File: src/rtl/scan_chain_driver_pkg.sv
// Shared definitions for the scan-chain driver: chain mode encoding and FSM states.
package scan_chain_driver_pkg;

    localparam logic [1:0] SCAN_FUNC  = 2'b00;
    localparam logic [1:0] SCAN_SHIFT = 2'b01;
    localparam logic [1:0] SCAN_CAPT  = 2'b10;
    localparam logic [1:0] SCAN_HOLD  = 2'b11;

    typedef enum logic [2:0] {
        IDLE,
        SHIFT_IN,
        CAPTURE,
        SHIFT_OUT,
        REPORT
    } scan_state_t;

endpackage

File: src/rtl/scan_bit_counter.sv
// Bit counter shared by both shift phases; tc flags the last bit of the chain.
module scan_bit_counter #(
    parameter int CHAIN_LEN = 3,
    parameter int CNT_W     = $clog2(CHAIN_LEN + 1)
) (
    input  logic clk,
    input  logic reset,
    input  logic clr,
    input  logic inc,
    output logic tc
);

    logic [CNT_W-1:0] cnt;

    always_ff @(posedge clk or negedge reset) begin
        if (!reset) begin
            cnt <= '0;
        end else if (clr) begin
            cnt <= '0;
        end else if (inc) begin
            cnt <= cnt + CNT_W'(1);
        end
    end

    assign tc = (cnt == CNT_W'(CHAIN_LEN - 1));

endmodule

File: src/rtl/scan_chain_driver.sv
// Loads a pattern into one scan chain, pulses capture, shifts the response out
// and compares it against the expected vector.
//
//   state     | meaning
//   IDLE      | waiting for start; last result held on pass/captured_out
//   SHIFT_IN  | pattern shifted in MSB first, one bit per cycle
//   CAPTURE   | one cycle of functional capture in the chain
//   SHIFT_OUT | response shifted out via scl, last flip-flop first
//   REPORT    | done pulse; result valid
module scan_chain_driver
    import scan_chain_driver_pkg::*;
#(
    parameter int CHAIN_LEN = 3
) (
    input  logic                 clk,
    input  logic                 reset,
    input  logic                 start,
    input  logic [CHAIN_LEN-1:0] pattern_in,
    input  logic [CHAIN_LEN-1:0] expect_in,
    input  logic                 scl,
    output logic                 sci,
    output logic                 se0,
    output logic                 se1,
    output logic                 en,
    output logic                 busy,
    output logic                 done,
    output logic                 pass,
    output logic [CHAIN_LEN-1:0] captured_out
);

    localparam int CNT_W = $clog2(CHAIN_LEN + 1);

    scan_state_t          state;
    logic [1:0]           mode;
    logic [CHAIN_LEN-1:0] pat_reg;
    logic [CHAIN_LEN-1:0] exp_reg;
    logic [CHAIN_LEN-1:0] resp_reg;
    logic [CHAIN_LEN-1:0] resp_next;
    logic                 cnt_clr;
    logic                 cnt_inc;
    logic                 cnt_tc;

    assign {se1, se0} = mode;

    assign cnt_clr = ((state == IDLE) && start) || (state == CAPTURE);
    assign cnt_inc = ((state == SHIFT_IN) || (state == SHIFT_OUT)) && !cnt_tc;

    scan_bit_counter #(
        .CHAIN_LEN (CHAIN_LEN),
        .CNT_W     (CNT_W)
    ) u_cnt (
        .clk   (clk),
        .reset (reset),
        .clr   (cnt_clr),
        .inc   (cnt_inc),
        .tc    (cnt_tc)
    );

    // First scl sample ends up in the MSB after CHAIN_LEN shifts, so resp[k] = flip-flop k.
    always_comb begin
        resp_next    = resp_reg << 1;
        resp_next[0] = scl;
    end

    // Outputs are loaded one edge early so they are valid throughout the state they belong to.
    always_ff @(posedge clk or negedge reset) begin
        if (!reset) begin
            state        <= IDLE;
            sci          <= 1'b0;
            mode         <= SCAN_FUNC;
            en           <= 1'b0;
            busy         <= 1'b0;
            done         <= 1'b0;
            pass         <= 1'b0;
            captured_out <= '0;
            pat_reg      <= '0;
            exp_reg      <= '0;
            resp_reg     <= '0;
        end else begin
            done <= 1'b0;
            case (state)
                IDLE: begin
                    if (start) begin
                        pat_reg  <= pattern_in << 1;
                        exp_reg  <= expect_in;
                        resp_reg <= '0;
                        sci      <= pattern_in[CHAIN_LEN-1];
                        mode     <= SCAN_SHIFT;
                        en       <= 1'b1;
                        busy     <= 1'b1;
                        state    <= SHIFT_IN;
                    end
                end
                SHIFT_IN: begin
                    if (cnt_tc) begin
                        sci   <= 1'b0;
                        mode  <= SCAN_CAPT;
                        state <= CAPTURE;
                    end else begin
                        sci     <= pat_reg[CHAIN_LEN-1];
                        pat_reg <= pat_reg << 1;
                    end
                end
                CAPTURE: begin
                    mode  <= SCAN_SHIFT;
                    state <= SHIFT_OUT;
                end
                SHIFT_OUT: begin
                    resp_reg <= resp_next;
                    if (cnt_tc) begin
                        mode         <= SCAN_FUNC;
                        en           <= 1'b0;
                        done         <= 1'b1;
                        captured_out <= resp_next;
                        pass         <= (resp_next == exp_reg);
                        state        <= REPORT;
                    end
                end
                REPORT: begin
                    busy  <= 1'b0;
                    state <= IDLE;
                end
                default: begin
                    state <= IDLE;
                end
            endcase
        end
    end

endmodule

File: config.mk
export PLATFORM = sky130hd
export DESIGN_NAME = scan_chain_driver
export DESIGN_NICKNAME = d
export VERILOG_FILES = /design/src/rtl/scan_chain_driver_pkg.sv /design/src/rtl/scan_bit_counter.sv /design/src/rtl/scan_chain_driver.sv
export SDC_FILE = /design/constraint.sdc
export NUM_CORES = 1
export LEC_CHECK = 0
export ABC_AREA = 1
export BUFFER_PORTS_ARGS = -buffer_cell sky130_fd_sc_hd__buf_4
export CORE_UTILIZATION = 51
export CTS_BUF_LIST = sky130_fd_sc_hd__clkbuf_8
export DETAILED_ROUTE_END_ITERATION = 12
export PLACE_DENSITY_LB_ADDON = 0.25
export SYNTH_ARGS = -nofsm -noshare
export SYNTH_HDL_FRONTEND = slang
export SYNTH_SLANG_ARGS = --single-unit
File: constraint.sdc
create_clock -name clk -period 1.25 [get_ports clk]
set_input_delay 0.0625 -clock clk [delete_from_list [all_inputs] [get_ports clk]]
set_output_delay 0.0625 -clock clk [all_outputs]
set_load 0.05 [all_outputs]
==> results.py, run 1 <==
metrics = {
    "run_status": {
        "status": "finished clean",
    },
    "route": {
        "drtIter0Drc": 19,
        "drc_errors": 0,
        "wl_per_cell_um": 11.8,
        "avgViaCountPerCell": 5.05,
        "vias": 864,
        "antenna_left": 0,
        "firstDrtPassIters": 5,
        "wl_um": 2020,
    },
    "global_route": {
        "grt_max_degree": 23,
        "antenna_found_initial": 0,
        "grt_overflow_total": 0,
        "grt_pass1_wl_um": 3020,
        "track_usage": 0.205,
        "grt_pass1_vias": 707,
    },
    "clocking": {
        "cts_tree": "done",
        "cts_root_buffer": "clkbuf_8",
        "cts_made_buffers": 3,
        "cts.sinks": 22,
        "htreeDepth": 1,
        "cts_setup_buffers": 0,
        "cts_buffer_depth": 2,
        "insertion_delay_ps": 260,
        "path_clk_slew_ps": 80,
    },
    "final_layout": {
        "final_layout_size_suffix_gt1_frac": 0.288,
        "fillerInstances": 155,
        "syn_to_final_growth_pct": 27.4,
        "diodes": 0,
        "nNetsFinal": 158,
        "instances_no_fill": 171,
    },
    "sta": {
        "slew_viol_final": 0,
        "final.setup.worst_slack_ps": 55.9,
        "tightest_slew_ps": 338,
        "fmax_ghz": 0.837,
        "period_share": 0.955,
        "period_minus_slack_ps": 1190,
        "hold_viol": 0,
        "setup_viol": 0,
        "max-slew-margin-rel": 0.773,
        "grt_setup_unrepaired": "yes",
        "skew_ps": 5.73,
    },
    "hold_path": {
        "hold_path_depth": 3,
        "hp-class": "in2reg",
        "hold_end": "exp_reg[1]",
        "min_from": "expect_in[1]",
    },
    "place": {
        "dp_hpwl_um": 1370,
        "portBuffers": 19,
        "gp_congestion": 0.779,
        "pre_cts_slack_ps": 31.2,
        "dp_cells": 166,
    },
    "setup_path": {
        "r2r_cells": 7,
        "crit_fanout": 8,
        "worst_setup_path_end_kind": "flip-flop",
        "max_stage_delay_ps": 410,
        "r2r-start": "u_cnt.cnt[0]",
        "cpMostUsedCell": "inv_2",
        "reg2reg_to": "captured_out[0]",
        "crit_arrival_ps": 1360,
        "startpoint_type": "flip-flop",
        "path_cells": "inv_1 > ha_2 > inv_2 > nor2_4 > inv_2 > nand2_1 > o21ai_2",
        "required_ps": 1410,
        "critPathKind": "reg2reg",
        "r2r_slack_ps": 60,
        "cp_slowest_cell": "dfrtp_1",
    },
    "die": {
        "die_height_um": 46.7,
        "dieArea_mm2": 0.00218,
        "core_mm2": 0.00180,
        "fp.dieW_um": 46.7,
        "io_pins": 20,
        "initial_utilization": 0.565,
        "fp-row-count": 15,
    },
    "synthesis": {
        "syn_inst": 120,
        "ys_async_sr_fraction": 1.00,
        "synth_top_cells_by_count": "37 x nand2_1, 22 x dfrtp_1, 15 x inv_1",
        "synthFlopType": "dfrtp_1",
        "ys_seq_elements": 22,
        "synth_warnings": 0,
        "post_synth_num_cell_types": 16,
        "yosysTopAreaCellShare": 0.541,
        "yosysSeqAreaShare": 0.541,
        "synth.top_cells.by_area": "dfrtp_1 54%, nand2_1 14%, nand3_1 6.4%",
        "syn-num-nets": 131,
        "yosysTopAreaCell": "dfrtp_1",
        "synth_edf_count": 0,
        "syn_area_mm2": 0.00102,
        "yosysMostFrequentCell": "nand2_1",
        "syn_area_per_cell_um2": 8.48,
    },
    "power_and_ir_drop": {
        "p_sw_frac": 0.445,
        "p_clk_frac": 0.179,
        "p_int_mw": 2.04,
        "p_sw_mw": 1.64,
        "power.leakage_nw": 0.709,
        "power_frac_comb": 0.491,
        "vdd_ir_drop_max_uv": 1640,
        "power_frac_seq": 0.330,
        "power_density_mw_per_mm2": 2830,
    },
    "job": {
        "cap_violations": 0,
    },
}
## worst max-delay path by stage
stage	end	startpoint	slack, ps
2_1_floorplan	mode[0]	u_cnt.cnt[0]	110
3_3_place_gp	state[1]	u_cnt.cnt[0]	50
3_5_place_dp	u_cnt.cnt[0]	state[0]	30
4_1_cts	u_cnt.cnt[0]	state[0]	10
5_1_grt	captured_out[1]	u_cnt.cnt[0]	-30
6_report	captured_out[0]	u_cnt.cnt[0]	60
## layout make-up
class                      count  area (µm²)  share of cell area
tap                           25        31.3              0.0241
clock buffer                   3        41.3              0.0319
inverter                      18        67.6              0.0521
timing repair buffer          23         175               0.135
multi-input combinational     79         398               0.307
sequential                    22         553               0.427
clock inverter                 1        30.0              0.0232
## per-layer routing
layer | track usage | vias up | routed length [µm]
met5 | 0 | - | 0
met1 | 0.271 | 403 | 950
met2 | 0.311 | 29 | 944
li1 | - | 426 | -
met3 | 0.0353 | 6 | 83
met4 | 0.120 | 0 | 43
## logic make-up (layout without fill, tap and decap cells)
logic type,after synthesis,after routing,synth area share
compound gates,14,14,0.0726
buf+inv,19,45,0.0775
simple gates,64,64,0.296
fa+ha+maj,1,1,0.0123
flops,22,22,0.541
## power groups by stage
stage / combinational [mW] / clock, mW / sequential, mW
6_report: 1.80 / 0.656 / 1.21
5_1_grt: 1.99 / 0.694 / 1.24
4_1_cts: 1.76 / 0.667 / 1.20
3_5_place_dp: 1.74 / 0 / 1.21
3_3_place_gp: 1.70 / 0 / 1.20
2_1_floorplan: 0.870 / 0 / 1.60
## per-stage QoR
stage / area [µm²] / total power, mW / hold WS, ps / setup TNS, ps / util
after CTS: 1280 / 3.63 / 47.7 / 0 / 0.713
final: 1300 / 3.67 / 52.6 / 0 / 0.719
after global routing: 1300 / 3.93 / 51.9 / -85.0 / 0.719
after detailed placement: 1200 / 2.95 / -32.6 / 0 / 0.667
after floorplan: 1020 / 2.47 / -233 / 0 / -
after global placement: 1200 / 2.90 / -36.5 / 0 / 0.667
## cell usage in the layout (no fill, tap or decap)
master         count
nand3_2            3
inv_1             14
ha_2               1
dfrtp_1           20
inv_2              4
buf_4             22
o21ai_1            3
nand3_1           13
nand2_4            1
dfrtp_2            2
a21oi_1            3
o21ai_0            7
nor2_2             1
dlygate4sd3_1      1
nand2_1           37
clkbuf_8           3
nor3_1             1
bufinv_16          1
nor2_1             5
nor2_4             3
o21ai_2            1
## critical path: cells and delay by family (launching register included)
kind                     cells  cell delay, ps
flip-flops                   1             410
AO/OA/AOI/OAI                1              50
adder cells (fa/ha/maj)      1             190
AND/OR/NAND/NOR              2             220
buffers and inverters        3             230
## timing repair
item,in CTS,in global routing
gates resized for setup,0,7
hold endpoints to repair,22,0
setup endpoints to repair,0,18
hold buffers,1,0
Note: power is estimated with default switching activity, not from simulation.
==> run 2: changes to the inputs <==
--- a/config.mk
+++ b/config.mk
@@ -6,7 +6,7 @@
 export NUM_CORES = 1
 export LEC_CHECK = 0
 export ABC_AREA = 1
-export BUFFER_PORTS_ARGS = -buffer_cell sky130_fd_sc_hd__buf_4
+export BUFFER_PORTS_ARGS = -buffer_cell sky130_fd_sc_hd__buf_2
 export CORE_UTILIZATION = 51
 export CTS_BUF_LIST = sky130_fd_sc_hd__clkbuf_8
 export DETAILED_ROUTE_END_ITERATION = 12
==> constraint.sdc (replaced) <==
create_clock -name clk -period 1.25 [get_ports clk]
set_input_delay 0.1875 -clock clk [delete_from_list [all_inputs] [get_ports clk]]
set_output_delay 0.1875 -clock clk [all_outputs]
set_load 0.05 [all_outputs]
==> results.py, run 2 (same netlist as run 1, synthesis figures left out) <==
metrics = {
    "global_route": {
        "grt_max_degree": 23,
        "antenna_found_initial": 0,
        "grt_pass1_vias": 735,
        "use_met3": 0.0353,
        "busiest_layer": "met2",
        "grt_use_met2": 0.333,
        "grt_pass1_wl_um": 3220,
        "use_met1": 0.292,
        "track_usage": 0.218,
        "grt_overflow_total": 0,
    },
    "setup_path": {
        "critPathKind": "reg2reg",
        "r2r-start": "state[0]",
        "path_cells": "buf_4 > inv_2 > nor2_4 > nand2_2 > nand3_1 > o21ai_0",
        "reg2reg_to": "state[1]",
        "crit_arrival_ps": 1340,
        "worst_setup_path_end_kind": "flip-flop",
        "cp_num_buf_inv": 2,
        "cp_top_family": "flip-flops",
        "r2r_cells": 6,
        "required_ps": 1400,
        "r2r_slack_ps": 60,
        "cp_slowest_cell": "dfrtp_2",
        "max_stage_delay_ps": 430,
        "startpoint_type": "flip-flop",
        "crit_fanout": 7,
    },
    "route": {
        "firstDrtPassIters": 5,
        "drtIter0Drc": 33,
        "wl_per_cell_um": 12.1,
        "wl_um": 2060,
        "avgViaCountPerCell": 5.05,
        "antenna_left": 0,
        "drc_errors": 0,
        "vias": 863,
    },
    "sta": {
        "period_share": 0.950,
        "tightest_slew_ps": 481,
        "fmax_ghz": 0.843,
        "skew_ps": 6.37,
        "hold_viol": 0,
        "period_minus_slack_ps": 1190,
        "max-slew-margin-rel": 0.680,
        "whs_ps": 162,
        "setup_viol": 0,
        "grt_setup_unrepaired": "yes",
        "slew_viol_final": 0,
    },
    "die": {
        "fp.dieW_um": 46.7,
        "io_pins": 20,
        "dieArea_mm2": 0.00218,
        "fp-row-count": 15,
        "initial_utilization": 0.565,
        "die_height_um": 46.7,
        "core_mm2": 0.00180,
    },
    "final_layout": {
        "diodes": 0,
        "nNetsFinal": 158,
        "final_util": 0.700,
        "syn_to_final_growth_pct": 24.0,
        "final_common_cell": "nand2_1",
        "layout_common_cells": "36 x nand2_1, 20 x dfrtp_1, 19 x buf_2, 13 x inv_1, 12 x nand3_1",
        "final_layout_size_suffix_gt1_frac": 0.308,
        "instances_no_fill": 171,
        "fin_area_mm2": 0.00126,
    },
    "power_and_ir_drop": {
        "power_mw": 3.63,
        "power_density_mw_per_mm2": 2880,
        "vdd_ir_drop_max_uv": 1400,
        "power.leakage_nw": 0.696,
    },
    "clocking": {
        "htreeDepth": 1,
        "cts_tree": "done",
        "cts.sinks": 22,
        "cts_buffer_depth": 2,
        "path_clk_slew_ps": 80,
        "cts_root_buffer": "clkbuf_8",
        "insertion_delay_ps": 270,
        "cts_setup_buffers": 0,
        "cts_made_buffers": 3,
    },
    "place": {
        "portBuffers": 19,
        "dp_hpwl_um": 1440,
        "placed_area_mm2": 0.00115,
        "gp_congestion": 0.747,
        "dp_cells": 166,
    },
    "hold_path": {
        "hold_end": "resp_reg[0]",
        "hp-class": "in2reg",
        "hold_path_depth": 3,
        "min_from": "scl",
    },
    "run_status": {
        "status": "finished clean",
    },
    "job": {
        "cap_violations": 0,
    },
}
run 2: cell counts in the layout (fill, tap and decap cells not counted):
No cell type changed its count.
run 2: how the worst max path moves through the flow:
stage                       startpoint          end  cells past startpoint
after floorplan           u_cnt.cnt[0]      mode[0]                      7
after global placement    u_cnt.cnt[0]     state[1]                      6
after detailed placement      state[0]  resp_reg[1]                      4
after CTS                     state[0]     state[1]                      6
after global routing      u_cnt.cnt[0]          sci                      8
final                         state[0]     state[1]                      6
run 2: worst register-to-register path: stages (launching register included):
cell and delay (ps):
dfrtp_2 430, buf_4 150, inv_2 40, nor2_4 140, nand2_2 130, nand3_1 120
o21ai_0 80
run 2: repair_timing:
action	CTS	global route
resized for setup	0	11
endpoints found under the setup margin	0	18
hold endpoints to repair	22	0
hold buffers	1	0
run 2: layout make-up:
cell class | count | area [µm²]
Clock buffer | 3 | 41.3
Clock inverter | 1 | 30.0
Fill cell | 153 | 541
Inverter | 18 | 70.1
Multi-Input combinational cell | 79 | 408
Sequential cell | 22 | 553
Tap cell | 25 | 31.3
Timing Repair Buffer | 23 | 128
run 2: metrics by stage:
step	worst slack (ps)	TNS, ps
final	63.1	0
after global routing	-24.0	-54.6
after CTS	12.2	0
after detailed placement	27.8	0
after global placement	50.0	0
after floorplan	107	0
run 2: routing by layer:
| metal | vias up | share of wire |
|---|---|---|
| met5 | - | 0 |
| met4 | 0 | 0.019 |
| met3 | 5 | 0.054 |
| met2 | 30 | 0.48 |
| met1 | 398 | 0.44 |
| li1 | 430 | - |
run 2: where the power goes:
part           total [mW]  internal [mW]  switching (mW)
Clock               0.660          0.428           0.232
Sequential           1.21           1.01           0.201
Combinational        1.76          0.528            1.23
==> run 3: changes to the inputs <==
--- a/config.mk
+++ b/config.mk
@@ -5,7 +5,6 @@
 export SDC_FILE = /design/constraint.sdc
 export NUM_CORES = 1
 export LEC_CHECK = 0
-export ABC_AREA = 1
 export BUFFER_PORTS_ARGS = -buffer_cell sky130_fd_sc_hd__buf_2
 export CORE_UTILIZATION = 51
 export CTS_BUF_LIST = sky130_fd_sc_hd__clkbuf_8
==> results.py, run 3 <==
metrics = {
    "run_status": {
        "status": "finished, violations left",
        "violations": "setup timing",
    },
    "synthesis": {
        "syn_area_per_cell_um2": 11.9,
        "ys_async_sr_fraction": 1.00,
        "yosysSeqAreaShare": 0.515,
        "synthFlopType": "dfrtp_1",
        "syn_area_mm2": 0.00107,
        "ys_seq_elements": 22,
        "yosysTopAreaCell": "dfrtp_1",
        "yosysTopAreaCellShare": 0.515,
        "synth_edf_count": 0,
        "yosysMostFrequentCell": "dfrtp_1",
        "synth_top_cells_by_count": "22 x dfrtp_1, 8 x a21oi_1, 7 x inv_1, 7 x mux2_2, 6 x o21ai_0",
        "syn_inst": 90,
        "post_synth_num_cell_types": 29,
        "synth_warnings": 0,
        "syn-num-nets": 101,
        "synth.top_cells.by_area": "dfrtp_1 51%, mux2_2 7.4%, a21oi_1 3.7%",
    },
    "die": {
        "fp-row-count": 16,
        "die_height_um": 47.8,
        "dieArea_mm2": 0.00228,
        "initial_utilization": 0.545,
        "io_pins": 20,
        "core_mm2": 0.00196,
        "fp.dieW_um": 47.8,
    },
    "route": {
        "avgViaCountPerCell": 5.21,
        "wl_per_cell_um": 13.1,
        "antenna_left": 0,
        "drtIter0Drc": 9,
        "firstDrtPassIters": 4,
        "drc_errors": 0,
        "vias": 802,
        "wl_um": 2020,
    },
    "final_layout": {
        "fin_area_mm2": 0.00142,
        "diodes": 0,
        "instances_no_fill": 154,
        "final_common_cell": "dfrtp_1",
        "multi_input_area_um2": 512,
        "final_layout_size_suffix_gt1_frac": 0.488,
        "syn_to_final_growth_pct": 33.1,
        "fillerInstances": 153,
        "regArea_um2": 553,
        "nNetsFinal": 139,
        "layout_common_cells": "20 x dfrtp_1, 19 x buf_2, 14 x buf_4, 7 x inv_1, 6 x a21oi_1",
    },
    "power_and_ir_drop": {
        "vdd_ir_drop_max_uv": 1720,
        "power_mw": 4.15,
        "power_density_mw_per_mm2": 2910,
        "power.leakage_nw": 0.701,
    },
    "sta": {
        "hold_viol": 0,
        "setup_viol": 14,
        "grt_setup_unrepaired": "yes",
        "fmax_ghz": 0.687,
        "tns_ps": -1480,
        "period_share": 1.16,
        "final.setup.worst_slack_ps": -205,
        "tightest_slew_ps": 476,
        "slew_viol_final": 0,
        "max-slew-margin-rel": 0.683,
        "skew_ps": 2.94,
        "period_minus_slack_ps": 1450,
    },
    "clocking": {
        "insertion_delay_ps": 260,
        "cts_root_buffer": "clkbuf_8",
        "cts_made_buffers": 3,
        "path_clk_slew_ps": 80,
        "cts_buffer_depth": 2,
        "htreeDepth": 1,
        "cts.sinks": 22,
        "cts_tree": "done",
    },
    "place": {
        "dp_hpwl_um": 1360,
        "gp_congestion": 0.782,
        "dp_cells": 143,
        "portBuffers": 19,
        "pre_cts_slack_ps": -212,
        "placed_area_mm2": 0.00126,
    },
    "setup_path": {
        "crit_arrival_ps": 1600,
        "required_ps": 1400,
        "worst_setup_path_end_kind": "flip-flop",
        "crit_fanout": 2,
        "critPathKind": "reg2reg",
        "startpoint_type": "flip-flop",
    },
    "job": {
        "cap_violations": 0,
    },
    "global_route": {
        "track_usage": 0.178,
        "grt_max_degree": 23,
        "grt_overflow_total": 0,
        "antenna_found_initial": 0,
        "grt_pass1_vias": 679,
        "grt_pass1_wl_um": 2830,
    },
    "hold_path": {
        "hp-class": "in2reg",
    },
}
run 3: cell count changes after synthesis, sizes merged, moves of 3 or more:
cell	delta
nor2	-4
inv	-11
nand2	-35
o21ai	-4
a21oi	+5
buf	+3
nand3	-16
mux2	+9
xor2	+4
run 3: cell type report:
| type | count | area share |
|---|---|---|
| sequential | 22 | 0.388 |
| tap | 27 | 0.0237 |
| multi-input combinational | 57 | 0.359 |
| timing repair buffer | 37 | 0.171 |
| clock buffer | 4 | 0.0387 |
| inverter | 7 | 0.0185 |
run 3: cell families after synthesis:
group,synth area share
XOR/XNOR,0.0327
flip-flops,0.515
AO/OA/AOI/OAI,0.145
multiplexers,0.104
buffers and inverters,0.0608
adder cells (fa/ha/maj),0.0117
AND/OR/NAND/NOR,0.131
run 3: stage by stage:
step | utilization | hold WS, ps
after floorplan | - | -108
after global placement | 0.643 | 169
after detailed placement | 0.643 | 170
after CTS | 0.703 | 158
after global routing | 0.726 | 159
final | 0.726 | 159
run 3: timing repair:
| action | in CTS | in global routing |
|---|---|---|
| hold endpoints to repair | 22 | 0 |
| pin swaps | 1 | 1 |
| buffers inserted | 4 | 2 |
| resized for setup | 7 | 6 |
| setup endpoints to repair | 15 | 18 |
| hold buffers | 1 | 0 |
run 3: final timing paths:
check	startpoint	endpoint	slack, ps	cells after the start
hold / removal	expect_in[1]	exp_reg[1]	160	2
max in group asynchronous	reset	state[2]	480	2
setup reg to reg	u_cnt.cnt[1]	pat_reg[1]	-200	4
min in group asynchronous	reset	mode[0]	410	2
setup / recovery	u_cnt.cnt[1]	pat_reg[1]	-200	4
hold reg to reg	en	en	480	1
run 3: metal layers:
| metal | track usage | vias to the layer above | wire length (µm) |
|---|---|---|---|
| met5 | 0 | - | 0 |
| met4 | 0.0833 | 0 | 23 |
| met3 | 0.0226 | 4 | 57 |
| met2 | 0.278 | 16 | 1030 |
| met1 | 0.246 | 392 | 904 |
| li1 | - | 390 | - |
run 3: worst max-delay path: stages, from the launching register on:
cell	delay (ps)
dfrtp_1	390
ha_2	190
a21o_1	170
a211oi_2	240
mux2_1	350
run 3: power by group:
part	internal [mW]	leakage [nW]	switching (mW)	total (mW)
Combinational	1.01	0.408	1.30	2.32
Sequential	1.05	0.264	0.277	1.33
Clock	0.280	0.0288	0.226	0.507
